File: config.mk
export PLATFORM = sky130hd
export DESIGN_NAME = selftest_sequencer
export DESIGN_NICKNAME = d
export VERILOG_FILES = /design/src/rtl/selftest_pkg.sv /design/src/rtl/selftest_timer.sv /design/src/rtl/selftest_sequencer.sv
export SDC_FILE = /design/constraint.sdc
export NUM_CORES = 1
export LEC_CHECK = 0
export ABC_CLOCK_PERIOD_IN_PS = 4900
export BUFFER_PORTS_ARGS = -buffer_cell sky130_fd_sc_hd__buf_4
export CAP_MARGIN = 25
export CELL_PAD_IN_SITES_DETAIL_PLACEMENT = 1
export CELL_PAD_IN_SITES_GLOBAL_PLACEMENT = 1
export CORE_UTILIZATION = 40
export DETAILED_ROUTE_END_ITERATION = 8
export PLACE_DENSITY = 0.89
export SLEW_MARGIN = 40
export SYNTH_ARGS = -nofsm -noshare
export SYNTH_HDL_FRONTEND = slang
export SYNTH_SLANG_ARGS = --single-unit
File: constraint.sdc
create_clock -name clk -period 4.9 [get_ports clk]
set_input_delay 0.735 -clock clk [delete_from_list [all_inputs] [get_ports clk]]
set_output_delay 0.735 -clock clk [all_outputs]
set_load 0.005 [all_outputs]
File: src/rtl/selftest_pkg.sv
// selftest_pkg: shared state encoding and default sizing for the self-test sequencer
package selftest_pkg;
    typedef enum logic [2:0] {IDLE, LAUNCH, WAIT, RECORD, FINISH} selftest_state_t;
    localparam int DEF_NUM_TESTS = 10;
    localparam int DEF_TIMEOUT_CYCLES = 2048;
endpackage

File: src/rtl/selftest_timer.sv
// selftest_timer: saturating per-test timeout counter with clear/enable and expire flag
module selftest_timer #(
    parameter int CNT_W = 12,
    parameter int TIMEOUT_CYCLES = 2048
) (
    input  logic clk,
    input  logic reset,
    input  logic clear,
    input  logic enable,
    output logic expired
);
    logic [CNT_W-1:0] count;
    assign expired = count == CNT_W'(TIMEOUT_CYCLES - 1);
    // count WAIT cycles, holding at the expire value so it never wraps
    always_ff @(posedge clk or posedge reset)
        if (reset) count <= '0;
        else if (clear) count <= '0;
        else if (enable && !expired) count <= count + 1'b1;
endmodule

File: src/rtl/selftest_sequencer.sv
// selftest_sequencer: launches component self-tests in order with timeouts; SELFTEST_MASK_EN adds test_mask to skip tests
module selftest_sequencer
    import selftest_pkg::*;
#(
    parameter int NUM_TESTS = DEF_NUM_TESTS,
    parameter int TIMEOUT_CYCLES = DEF_TIMEOUT_CYCLES,
    parameter int CNT_W = 12
) (
    input  logic clk,
    input  logic reset,
    input  logic start,
`ifdef SELFTEST_MASK_EN
    input  logic [NUM_TESTS-1:0] test_mask,
`endif
    output logic [NUM_TESTS-1:0] test_start,
    input  logic [NUM_TESTS-1:0] test_done,
    input  logic [NUM_TESTS-1:0] test_pass,
    output logic busy,
    output logic done,
    output logic [NUM_TESTS-1:0] result,
    output logic [NUM_TESTS-1:0] timed_out,
    output logic [$clog2(NUM_TESTS)-1:0] current_test,
    output logic all_passed
);
    localparam int IW = $clog2(NUM_TESTS);
    selftest_state_t state, state_n;
    logic [NUM_TESTS-1:0] skip;
    logic [IW-1:0] first_idx, next_idx, idx_n;
    logic first_found, next_found, go, cur_done, cur_pass, expired;
`ifdef SELFTEST_MASK_EN
    assign skip = test_mask;
`else
    assign skip = '0;
`endif
    assign go = (state == IDLE || state == FINISH) && start;
    assign cur_done = test_done[current_test];
    assign cur_pass = test_pass[current_test];
    assign idx_n = state == RECORD ? next_idx : first_idx;
    assign all_passed = done & (&result);
    selftest_timer #(.CNT_W(CNT_W), .TIMEOUT_CYCLES(TIMEOUT_CYCLES)) u_timer (
        .clk(clk),
        .reset(reset),
        .clear(go || state == LAUNCH),
        .enable(state == WAIT),
        .expired(expired)
    );
    // lowest unskipped test overall and lowest unskipped test after the current one
    always_comb begin
        first_found = 1'b0;
        first_idx = '0;
        next_found = 1'b0;
        next_idx = '0;
        for (int i = NUM_TESTS - 1; i >= 0; i--) begin
            if (!skip[i]) begin
                first_found = 1'b1;
                first_idx = IW'(i);
            end
            if (!skip[i] && IW'(i) > current_test) begin
                next_found = 1'b1;
                next_idx = IW'(i);
            end
        end
    end
    // next-state decode; a run with every test skipped passes through RECORD straight to FINISH
    always_comb begin
        state_n = state;
        case (state)
            IDLE, FINISH: if (start) state_n = first_found ? LAUNCH : RECORD;
            LAUNCH: state_n = WAIT;
            WAIT: if (cur_done || expired) state_n = RECORD;
            RECORD: state_n = next_found ? LAUNCH : FINISH;
            default: state_n = IDLE;
        endcase
    end
    // state, registered status outputs and per-test result vectors; done beats timeout in WAIT
    always_ff @(posedge clk or posedge reset)
        if (reset) begin
            state <= IDLE;
            test_start <= '0;
            busy <= 1'b0;
            done <= 1'b0;
            result <= '0;
            timed_out <= '0;
            current_test <= '0;
        end else begin
            state <= state_n;
            busy <= state_n inside {LAUNCH, WAIT, RECORD};
            done <= state_n == FINISH;
            test_start <= state_n == LAUNCH ? NUM_TESTS'(1) << idx_n : '0;
            if (go) begin
                result <= skip;
                timed_out <= '0;
                current_test <= first_idx;
            end
            if (state == WAIT && cur_done) result[current_test] <= cur_pass;
            else if (state == WAIT && expired) begin
                result[current_test] <= 1'b0;
                timed_out[current_test] <= 1'b1;
            end
            if (state == RECORD && next_found) current_test <= next_idx;
        end
endmodule

# --- Word level (Yosys, flattened, before mapping) ---
# Cells that the tools add are included.
classes:
  addsub: 1
  order_cmp: 12
  eq_ne: 9
  shift: 1
  n_mux: 43
  bitwise: 4
  n_reduce_logical: 16
ops:
  columns: ["cell", "n"]
  rows:
  - ["10-bit two-way mux", 7]
  - ["4-bit two-way mux", 13]
  - ["12-bit two-way mux", 2]
  - ["3-bit by 4-bit > comparator with 1-bit output, first input constant", 4]
  - ["1-bit two-way mux", 13]
  - ["12-bit by 1-bit adder with 12-bit output, second input constant", 1]
  - ["12-bit by 11-bit equality test with 1-bit output, second input constant", 1]
  - ["3-bit by 2-bit equality test with 1-bit output, second input constant", 4]
  - ["3-bit one-hot mux with 4 select lines", 1]
  - ["10-bit bitwise AND", 1]
  - ["10-bit bitwise mux", 1]
  - ["10-bit inverter", 1]
  - ["10-bit OR", 1]
  - ["10-bit AND reduction", 1]
  - ["1-bit by 4-bit left shift with 10-bit output, first input constant", 1]
  - ["3-bit two-way mux", 3]
  - ["1-bit binary-select mux with 4-bit select", 2]
  - ["1-bit by 4-bit > comparator with 1-bit output, first input constant", 2]
  - ["2-bit by 4-bit > comparator with 1-bit output, first input constant", 2]
  - ["4-bit > comparator, first input constant", 2]
  - ["3-bit by 1-bit equality test with 1-bit output, second input constant", 2]
  - ["3-bit equality test, second input constant", 2]
  - ["1-bit logical AND", 6]
  - ["4-bit by 5-bit < comparator with 1-bit output, second input constant", 1]
  - ["9 further kinds", 12]
word_totals:
  reg_bits: 51
  inputBits: 23
  output_inout_bits: 37
  wordCells: 94

# --- Longest topological paths before layout ---
# Gate-level depths: netlist (run 1).
depth:
  ltp_word: 15
  mapped_depth: 8
  ltp_nobuf: 5

# --- By module ---
# A second synthesis (run 1) with hierarchy kept.
hier_totals:
  hier_cells: 249
  hier_area_um2: 2541.2
by_module_without_submodules:
  columns: ["mod", "instances", "cells_per_inst", "area_per_inst_um2", "seq_area_each_um2"]
  rows:
  - ["selftest_sequencer", 1, 178, 1861.8, 975.9]
  - ["selftest_timer", 1, 71, 679.4, 300.3]

# --- Least setup slack after synthesis (run 1) ---
# No wires, ideal clock.
synth_path:
  path_kind: "in2reg"
  start: "input test_done[9]"
  end: "register result[7]"
  setup_time_ns: 0.080
  arrival_ns: 1.798
  t_required_ns: 4.820
  path_slack_ns: 3.022
  cell_stages: 6
  n_path_buf: 1
  cell_sequence: "mux2i_1 > or3_1 > a21boi_1 > a211o_1 > buf_6 > o22ai_2"
synth_via:
  elab_chain_cells: 4
synth_rtl:
  columns: ["item", "line_no", "text"]
  rows:
  - ["start, declared", "selftest_sequencer.sv:16", "input logic [NUM_TESTS-1:0] test_done,"]
  - ["1-bit binary-select mux with 4-bit select", "selftest_sequencer.sv:36", "assign cur_done = test_done[current_test];"]
  - ["1-bit two-way mux (implied by the code)", "selftest_sequencer.sv:36", null]
  - ["1-bit logical AND", "selftest_sequencer.sv:95", "if (state == WAIT && cur_done) result[current_test] <= cur_pass;"]
  - ["10-bit two-way mux", "selftest_sequencer.sv:95", null]
  - ["end signal, assigned", "selftest_sequencer.sv:91", "result <= skip;"]
  - ["end signal, assigned by index", "selftest_sequencer.sv:95", null]
  - ["end, declared", "selftest_sequencer.sv:20", "output logic [NUM_TESTS-1:0] result,"]
# No other way between the ends. The select of a mux whose other input is x is not followed.
# A chain may end at the register's enable or synchronous reset.

# --- Worst setup path after layout (run 1) ---
layout_path:
  start: "register current_test[0]"
  end: "register result[1]"
layout_via:
  elab_chain_cells: 8
  elab_cells_between_ends: 15
  cone_classes: "order compare (2); mux (9); bitwise (2); reduce/logical (2)"
layout_rtl:
  columns: ["item", "line_no", "text"]
  rows:
  - ["start, declared", "selftest_sequencer.sv:22", "output logic [$clog2(NUM_TESTS)-1:0] current_test,"]
  - ["start signal, assigned", "selftest_sequencer.sv:93", "current_test <= first_idx;"]
  - ["start signal, assigned", "selftest_sequencer.sv:100", "if (state == RECORD && next_found) current_test <= next_idx;"]
  - ["4-bit by 5-bit < comparator with 1-bit output (implied by the code) / 4-bit by 1-bit >= comparator with 1-bit output (equally long branches)", "selftest_sequencer.sv:95, selftest_sequencer.sv:97", null]
  - ["1-bit logical AND (implied by the code)", "selftest_sequencer.sv:95, selftest_sequencer.sv:97", null]
  - ["1-bit two-way mux (implied by the code)", "selftest_sequencer.sv:95, selftest_sequencer.sv:97", null]
  - ["1-bit demux with 4-bit select", "selftest_sequencer.sv:95, selftest_sequencer.sv:97", null]
  - ["10-bit inverter (no source line)", null, null]
  - ["10-bit bitwise AND (no source line)", null, null]
  - ["10-bit two-way mux", "selftest_sequencer.sv:96", "else if (state == WAIT && expired) begin"]
  - ["10-bit two-way mux (*)", "selftest_sequencer.sv:95", null]
# Mark *: on every way between the ends. The rest lies on a longest branch, timed or not. The select of a mux whose other input is x is not followed.

==> run metrics, run 1 <==
Post-DP HPWL 4610 um; most frequent cells in the layout buf_4 (59), dfrtp_1 (51), nand2_1 (42), nor2_1 (27), mux2i_1 (12); H-tree depth 2; Area Overhead vs Synth 23.0%; DP Cell Count 375; number of buffers created by CTS 5; outcome finished clean; Data required, critical path 5.13 ns; maximum clock insertion buffer count 2; Total GRT Usage 21.7%; power share of the combinational group 35.4%; fraction of the mapped netlist area in adder cells 0.497%; Hold Path Class reg2reg; vias in the first global route 2150; endpoints failing setup 0; wire per inst 17.4 um; TritonCTS clock tree done; router iterations before antenna repair 4; largest net degree at the start of global routing 52; share of the yosys chip area belonging to registers 50.7%; Worst-Margin Slew 0.708 ns; Finished Layout Cells 383; net switching power 533 uW; max cap viols 0; Crit Path Category reg2reg; most common cell after layout, fill and taps aside buf_4; slowest CP cell dfrtp_1; worst-path fanout max 18; Hold Buf Count CTS 0; flops & latches, synth 51; Final Skew 0.0128 ns; final core occ 51.7%; die extent in y 81.3 um; Root Driver clkbuf_8; Residual DRC 0; crit-path max cell delay 0.81 ns; biggest area consumer among synthesized cells dfrtp_1; Sequential Power Share 43.1%; Int Pwr 858 uW; CTS sink count 51; antenna diode count 0; Yosys top cell area share 50.7%; sw frac 38.3%; Max Slew Vio Count 0; fillcell total 698; Placer Congestion 0.766; number of synthesis warnings 0; first-pass GRT wire length 10800 um; unrepaired setup endpoints after global routing false; Antenna Nets Post-Route 0; CP endpoint kind flop; Final Hold Vio Count 0; vias 2116; P_leak 0.00145 uW; Post-Synth Simple-Gate Area 22.4%; Synth cell types 45; Min Clock Period, post-route 2.36 ns; final cycle utilization of the critical path 48.2%; Post-Synth XOR/XNOR Area 3.13%; post-synthesis async set-or-reset flop share 100%; Mean Syn Cell Area 9.91 um2; IO Port Bufs 59; Buf+Inv Stages, Crit Path 0; Iter 0 DRT Violations 83; Fin Setup TNS 0 ns; Post-CTS Resized 0; dominant synthesized flop cell dfrtp_1; FMAX 423 MHz; largest family of logic cells by synthesized area simple AND/OR/NAND/NOR gates; Die Wd 81.3 um; initial core utilization 42.0%; Worst slew margin 52.8%; post-synthesis cell count 254; number of synthesized flops with an enable pin 0; CP Launch Type flop; Synth Area in Compound Gates 13.8%; # rows 28; core area 5990 um2; Skew-Pair Late Insertion Delay 0.31 ns; critical-path cell list mux2i_1 -> or3_1 -> a21boi_1 -> a211o_1 -> o22ai_2; largest cells by area after synthesis dfrtp_1 (51%), nand2_1 (6.4%), o22ai_2 (5.0%); Nets 331; Cell Pwr Density 449 nW/um2; maximum vdd drop 230 uV; drt via density 5.52; hold_ws 0.503 ns; post-CTS setup buffer count 0; Post-Syn Area 2520 um2; Clk pin slew, worst setup/hold paths 0.10 ns; share of cells above drive strength 1 27.6%; die area 6610 um2; Clk pwr share 21.5%; initial antenna violation count 0; I/O pin count 60; multiplexer area fraction after synthesis 6.11%; grt ovf 0; CP delay by family, top compound AO/OA/AOI/OAI gates; Crit path arrival time 2.59 ns; Post-Route WL 6660 um; Syn Nets 278
[synth_stat cells, drive strengths merged (2+ instances only)]
master / instances
inv: 3
xnor2: 3
nand4: 6
dfrtp: 51
nand2b: 6
o21ai: 16
nor3: 2
or3: 2
or3b: 2
clkbuf: 3
a21oi: 10
buf: 10
nand3: 10
nor2: 27
a21o: 3
xor2: 6
a221oi: 2
nor2b: 5
mux2i: 12
nand2: 43
o22ai: 11
nand3b: 3
and3: 2
[kinds of logic after synthesis]
family / Yosys count
buf+inv: 16
xor+xnor: 9
simple gates: 116
flops: 51
compound gates: 47
fa+ha+maj: 1
mux: 14
[power groups by stage]
stage / clock network (uW) / logic, uW / registers, uW
detailed placement: 0 / 490 / 607
CTS: 302 / 496 / 599
floorplan: 0 / 378 / 547
finish: 299 / 492 / 599
global placement: 0 / 472 / 602
global route: 317 / 546 / 614
[state kept, by name, summed over array words and instances (netlist names)]
register,count
timed_out,10
test_start,10
done,1
u_timer.count,12
state,3
busy,1
current_test,4
result,10
[final cells by class]
class / count / area (um2) / area share, %
tap: 75 / 93.8 / 3.03
timing repair buffer: 59 / 443 / 14.3
clock buffer: 5 / 68.8 / 2.22
inverter: 3 / 13.8 / 0.444
multi-input combinational: 187 / 1160 / 37.4
sequential: 51 / 1280 / 41.2
clock inverter: 3 / 43.8 / 1.41
[path summary, 6_finish.rpt]
kind                                  to  depth (start not counted)  slack (ns)             from
setup / recovery               result[1]                          5        2.54  current_test[0]
hold / removal              timed_out[5]                          2        0.50     timed_out[5]
setup reg to reg               result[1]                          5        2.54  current_test[0]
hold reg to reg             timed_out[5]                          2        0.50     timed_out[5]
max in group asynchronous           busy                          2        3.95            reset
min in group asynchronous  test_start[4]                          2        0.52            reset
[metrics by stage]
step / total power [uW] / setup WS, ns / instance area (um2)
after global routing: 1480 / 2.40 / 3100
after CTS: 1400 / 2.54 / 3090
after detailed placement: 1100 / 2.58 / 2980
final: 1390 / 2.54 / 3100
after floorplan: 925 / 2.94 / 2520
after global placement: 1070 / 2.64 / 2980
[metal layers]
layer / routed length (um) / part of all wire (%) / up-vias / track usage (%)
li1: - / - / 986 / -
met1: 3000 / 45 / 1063 / 29.1
met2: 3330 / 50 / 58 / 35.7
met3: 214 / 3.2 / 9 / 2.92
met4: 118 / 1.8 / 0 / 7.68
met5: 0 / 0 / - / 0
[worst reg2reg max path, stage by stage, from the launching register on]
cell	delay, ns
dfrtp_1	0.81
mux2i_1	0.20
or3_1	0.36
a21boi_1	0.16
a211o_1	0.51
o22ai_2	0.26
Power figures use the tool's default switching activity.
==> inputs of run 2 (changes only) <==
--- a/config.mk
+++ b/config.mk
@@ -5,14 +5,14 @@
 export SDC_FILE = /design/constraint.sdc
 export NUM_CORES = 1
 export LEC_CHECK = 0
-export ABC_CLOCK_PERIOD_IN_PS = 4900
+export ABC_CLOCK_PERIOD_IN_PS = 2000
 export BUFFER_PORTS_ARGS = -buffer_cell sky130_fd_sc_hd__buf_4
 export CAP_MARGIN = 25
 export CELL_PAD_IN_SITES_DETAIL_PLACEMENT = 1
 export CELL_PAD_IN_SITES_GLOBAL_PLACEMENT = 1
-export CORE_UTILIZATION = 40
+export CORE_UTILIZATION = 36
 export DETAILED_ROUTE_END_ITERATION = 8
-export PLACE_DENSITY = 0.89
+export PLACE_DENSITY = 0.85
 export SLEW_MARGIN = 40
 export SYNTH_ARGS = -nofsm -noshare
 export SYNTH_HDL_FRONTEND = slang
==> constraint.sdc (replaced) <==
create_clock -name clk -period 2 [get_ports clk]
set_input_delay 0.3 -clock clk [delete_from_list [all_inputs] [get_ports clk]]
set_output_delay 0.3 -clock clk [all_outputs]
set_load 0.005 [all_outputs]
==> run 2 against run 1 <==
First-iteration DRC count grew 20%. Non-clock buffer count grew 13. Sequential share of layout area shrank 2.1 points. Count of clock-buffer cells in the layout is the same. Cell count grew 4.7%. Sequential cell count is the same. Clock power grew to 2.8 times the previous value. Clock skew shrank 0.0035 ns. Core utilization shrank 3.4 points.
==> run metrics, run 2 (synthesis gave the netlist of run 1 again) <==
Iter 0 DRT Violations 100; final cycle utilization of the critical path 96.7%; maximum vdd drop 642 uV; post-CTS setup buffer count 0; DP Worst Slack -0.0819 ns; I/O pin count 60; reg2reg end result[1]; Root Driver clkbuf_8; Residual DRC 0; Int Pwr 2380 uW; wire per inst 17.5 um; FMAX 517 MHz; Nets 344; router iterations before antenna repair 4; Min Clock Period, post-route 1.93 ns; Clk pin slew, worst setup/hold paths 0.09 ns; number of buffers created by CTS 5; Die Wd 85.6 um; antenna diode count 0; CP Launch Type flop; grt ovf 0; Skew-Pair Late Insertion Delay 0.31 ns; Hold Buf Count CTS 0; CTS sink count 51; worst-path fanout max 13; sw frac 36.7%; Top reg by flops u_timer.count; CP endpoint kind flop; initial core utilization 37.3%; Hold Path Class in2async; largest net degree at the start of global routing 34; drt via density 5.32; Clk pwr share 22.7%; net switching power 1380 uW; most frequent cells in the layout buf_4 (70), dfrtp_1 (50), nand2_1 (43), nor2_1 (27), mux2i_1 (12); TritonCTS clock tree done; Antenna Nets Post-Route 0; r2r startpoint current_test[2]; most common cell after layout, fill and taps aside buf_4; Sequential Power Share 36.4%; P_leak 0.00153 uW; final core occ 48.3%; max cap viols 0; share of cells above drive strength 1 31.8%; Worst Reg-to-Reg Cells 6; Post-Route WL 7020 um; Cell Pwr Density 1150 nW/um2; r2r setup slk 0.07 ns; Max Slew Vio Count 0; vias in the first global route 2247; power share of the combinational group 40.9%; Crit path arrival time 2.17 ns; endpoints failing setup 0; Post-DP HPWL 5110 um; core area 6760 um2; Worst slew margin 68.5%; H-tree depth 2; DP Cell Count 393; vias 2132; final worst slack 0.0658 ns; IO Port Bufs 59; Total GRT Usage 20.2%; Finished Layout Cells 401; Data required, critical path 2.24 ns; Area Overhead vs Synth 29.7%; # rows 30; Final Skew 0.00927 ns; maximum clock insertion buffer count 2; die area 7330 um2; Worst-Margin Slew 0.472 ns; max reg flops 12; initial antenna violation count 0; Placer Congestion 0.783; Crit Path Category reg2reg; outcome finished clean; Final Hold Vio Count 0; die extent in y 85.6 um; first-pass GRT wire length 11500 um
## run 2: what timing repair did
action	in CTS	in global routing
gates resized for setup	2	4
endpoints found under the setup margin	10	19
cloned	0	0
pin swaps	0	2
## run 2: worst max path at each step
stage	from	endpoint	slack (ns)	cells after the start
detailed placement	current_test[1]	result[1]	-0.08	5
global placement	current_test[0]	result[0]	0.05	6
CTS	current_test[0]	result[3]	0.007	6
floorplan	current_test[0]	result[7]	0.25	7
global route	state[2]	result[3]	-0.006	6
finish	current_test[2]	result[1]	0.07	6
## run 2: routing by layer
layer	global-route usage (%)	wire length [um]
met5	0	0
met1	26.7	3170
met2	34.4	3560
met4	6.36	94
met3	3.08	202
## run 2: critical path, stage by stage (launching register included)
cell and delay, ns:
dfrtp_1 0.38, buf_4 0.19, nor2b_1 0.15, a221oi_2 0.41, a21boi_2 0.14, a211o_4 0.38, o22ai_2 0.19
## run 2: layout make-up
cell class,count,area [um2]
clock buffers,5,68.8
clock inverters,3,67.6
fillers,786,3490
inverters,3,11.3
multi-input cells,187,1170
flip-flops and latches,51,1280
well taps,80,100
repair buffers,72,566
## run 2: power by group through the flow
stage	clock, uW	sequential, uW	combinational [uW]
CTS	870	1370	1510
global placement	0	1370	1420
floorplan	0	1340	927
global route	908	1400	1680
detailed placement	0	1390	1490
finish	852	1370	1540
## run 2: stage by stage
step	hold slack, ns	total power [uW]	instance area (um2)	setup TNS [ns]
finish	0.00605	3760	3270	0
global route	0.0303	3980	3270	-0.00805
CTS	0.0124	3750	3250	0
detailed placement	0.359	2880	3110	-0.710
global placement	0.352	2790	3110	0
floorplan	0.478	2270	2520	0
==> inputs of run 3 (changes only) <==
--- a/config.mk
+++ b/config.mk
@@ -5,14 +5,15 @@
 export SDC_FILE = /design/constraint.sdc
 export NUM_CORES = 1
 export LEC_CHECK = 0
-export ABC_CLOCK_PERIOD_IN_PS = 2000
+export ABC_CLOCK_PERIOD_IN_PS = 2100
 export BUFFER_PORTS_ARGS = -buffer_cell sky130_fd_sc_hd__buf_4
 export CAP_MARGIN = 25
 export CELL_PAD_IN_SITES_DETAIL_PLACEMENT = 1
 export CELL_PAD_IN_SITES_GLOBAL_PLACEMENT = 1
-export CORE_UTILIZATION = 36
+export CORE_UTILIZATION = 40
+export CTS_BUF_LIST = sky130_fd_sc_hd__clkbuf_4
 export DETAILED_ROUTE_END_ITERATION = 8
-export PLACE_DENSITY = 0.85
+export PLACE_DENSITY = 0.89
 export SLEW_MARGIN = 40
 export SYNTH_ARGS = -nofsm -noshare
 export SYNTH_HDL_FRONTEND = slang
==> constraint.sdc (replaced) <==
create_clock -name clk -period 2.1 [get_ports clk]
set_input_delay 0.315 -clock clk [delete_from_list [all_inputs] [get_ports clk]]
set_output_delay 0.315 -clock clk [all_outputs]
set_load 0.005 [all_outputs]
==> run 3 against run 2 <==
The run now ends with negative hold slack left. Power fell by 15%. Largest cell class unchanged. Critical endpoint is now result[4]. Register-to-register slack improved by 0.04 ns. Highest routed layer unchanged. Cell count decreased by 1.2%. Fmax fell by 2.8%. Global-route usage rose by 2.9 points. Die area shrank 9.8%. Core utilization up 4.4 points. Setup slack better by 0.044 ns.
==> run metrics, run 3 (synthesis gave the netlist of run 1 again) <==
maximum vdd drop 451 uV; Top reg by flops u_timer.count; max cap viols 0; FMAX 502 MHz; maximum clock insertion buffer count 2; Finished Layout Cells 396; H-tree depth 2; Iter 0 DRT Violations 127; max reg flops 12; Post-DP HPWL 5230 um; share of cells above drive strength 1 30.5%; largest net degree at the start of global routing 30; DP Worst Slack 0.0494 ns; Antenna Nets Post-Route 0; Root Driver clkbuf_4; critical-path cell list buf_4 -> buf_4 -> nand2_1 -> a2bb2oi_1 -> a21boi_1 -> a211o_2 -> o22ai_2; antenna diode count 0; CTS sink count 51; Cell Pwr Density 1010 nW/um2; # rows 28; Placer Congestion 0.822; number of buffers created by CTS 5; Nets 344; Post-Route WL 7020 um; IO Port Bufs 59; TritonCTS clock tree done; I/O pin count 60; vias in the first global route 2280; Worst slew margin 48.6%; Crit Path Category reg2reg; most frequent cells in the layout buf_4 (70), dfrtp_1 (50), nand2_1 (43), nor2_1 (27), mux2i_1 (12); CP Launch Type flop; Area Overhead vs Synth 25.6%; vias 2138; drt via density 5.40; outcome finished, violations left; Residual DRC 0; Die Wd 81.3 um; Final Skew 0.0117 ns; Final Hold Vio Count 22; initial core utilization 42.0%; Min Clock Period, post-route 1.99 ns; Crit path arrival time 2.30 ns; first-pass GRT wire length 11300 um; router iterations before antenna repair 4; crit-path max cell delay 0.47 ns; final cycle utilization of the critical path 94.8%; Data required, critical path 2.41 ns; Clk pin slew, worst setup/hold paths 0.16 ns; worst-path fanout max 10; most common cell after layout, fill and taps aside buf_4; CP most frequent cell buf_4; Worst-Margin Slew 0.771 ns; endpoints failing setup 0; core area 5990 um2; fillcell total 704; Skew-Pair Late Insertion Delay 0.38 ns; Total GRT Usage 23.2%; failing checks negative hold slack; wire per inst 17.7 um; P_leak 0.00149 uW; grt ovf 0; die extent in y 81.3 um; slowest CP cell dfrtp_1; Max Slew Vio Count 0; DP Cell Count 388; Tot Pwr 3180 uW; final worst slack 0.110 ns; die area 6610 um2; Hold Path Class in2async; hold_ws -0.0278 ns; CP endpoint kind flop; initial antenna violation count 0
==> run 3: cell count changes in the layout (fill, tap and decap cells not counted), sizes merged <==
| cell | change |
|---|---|
| bufinv | -2 |
| clkinv | +2 |
==> run 3: timing repair <==
action / 4_1_cts / 5_1_grt
resized for setup: 0 / 2
setup buffers: 0 / 0
hold buffers: 0 / 0
setup endpoints to repair: 0 / 10
==> run 3: worst paths after layout <==
check | start | end | slack, ns | cells after the start
max | current_test[2] | result[4] | 0.11 | 7
min | reset | u_timer.count[10] | -0.03 | 2
max reg2reg | current_test[2] | result[4] | 0.11 | 7
min reg2reg | timed_out[9] | timed_out[9] | 0.53 | 2
max in group asynchronous | reset | result[3] | 1.60 | 3
min in group clk | start | test_start[0] | 0.21 | 3
==> run 3: worst max-delay path, delay by kind of cell, from the launching register on <==
| kind | cells | cell delay (ns) |
|---|---|---|
| flip-flops | 1 | 0.47 |
| AND/OR/NAND/NOR | 1 | 0.06 |
| AO/OA/AOI/OAI | 4 | 1.05 |
| buffers and inverters | 2 | 0.33 |
==> run 3: metrics by stage <==
stage	setup TNS, ns	cell area [um2]	hold slack (ns)	utilization (%)
after detailed placement	0	3100	0.422	51.8
after CTS	0	3160	0.000672	52.7
after global placement	0	3100	0.419	51.8
final	0	3160	-0.0278	52.8
after global routing	-0.00417	3160	-0.00263	52.8
after floorplan	0	2520	0.478	-
==> run 3: routing by layer <==
layer,global-route usage (%),routed length (um),vias to the layer above,share of wire [%]
li1,-,-,1009,-
met4,8.39,102,0,1.5
met5,0,0,-,0
met2,38.9,3590,60,51
met1,29.3,3100,1062,44
met3,4.72,235,7,3.3
==> run 3: power by group <==
part | internal (uW) | switching, uW | leakage [uW] | total [uW]
clock network | 129 | 333 | 0.0000288 | 463
logic | 615 | 763 | 0.000768 | 1380
registers | 1150 | 189 | 0.000693 | 1340
==> run 3: area by class of cell <==
type                       instances  area, um2  area share, %
clock buffer                       5       37.5           1.19
timing repair buffer              72        566           17.9
sequential                        51       1280           40.4
multi-input combinational        187       1160           36.6
clock inverter                     3       20.0          0.633
tap                               75       93.8           2.97
inverter                           3       11.3          0.356
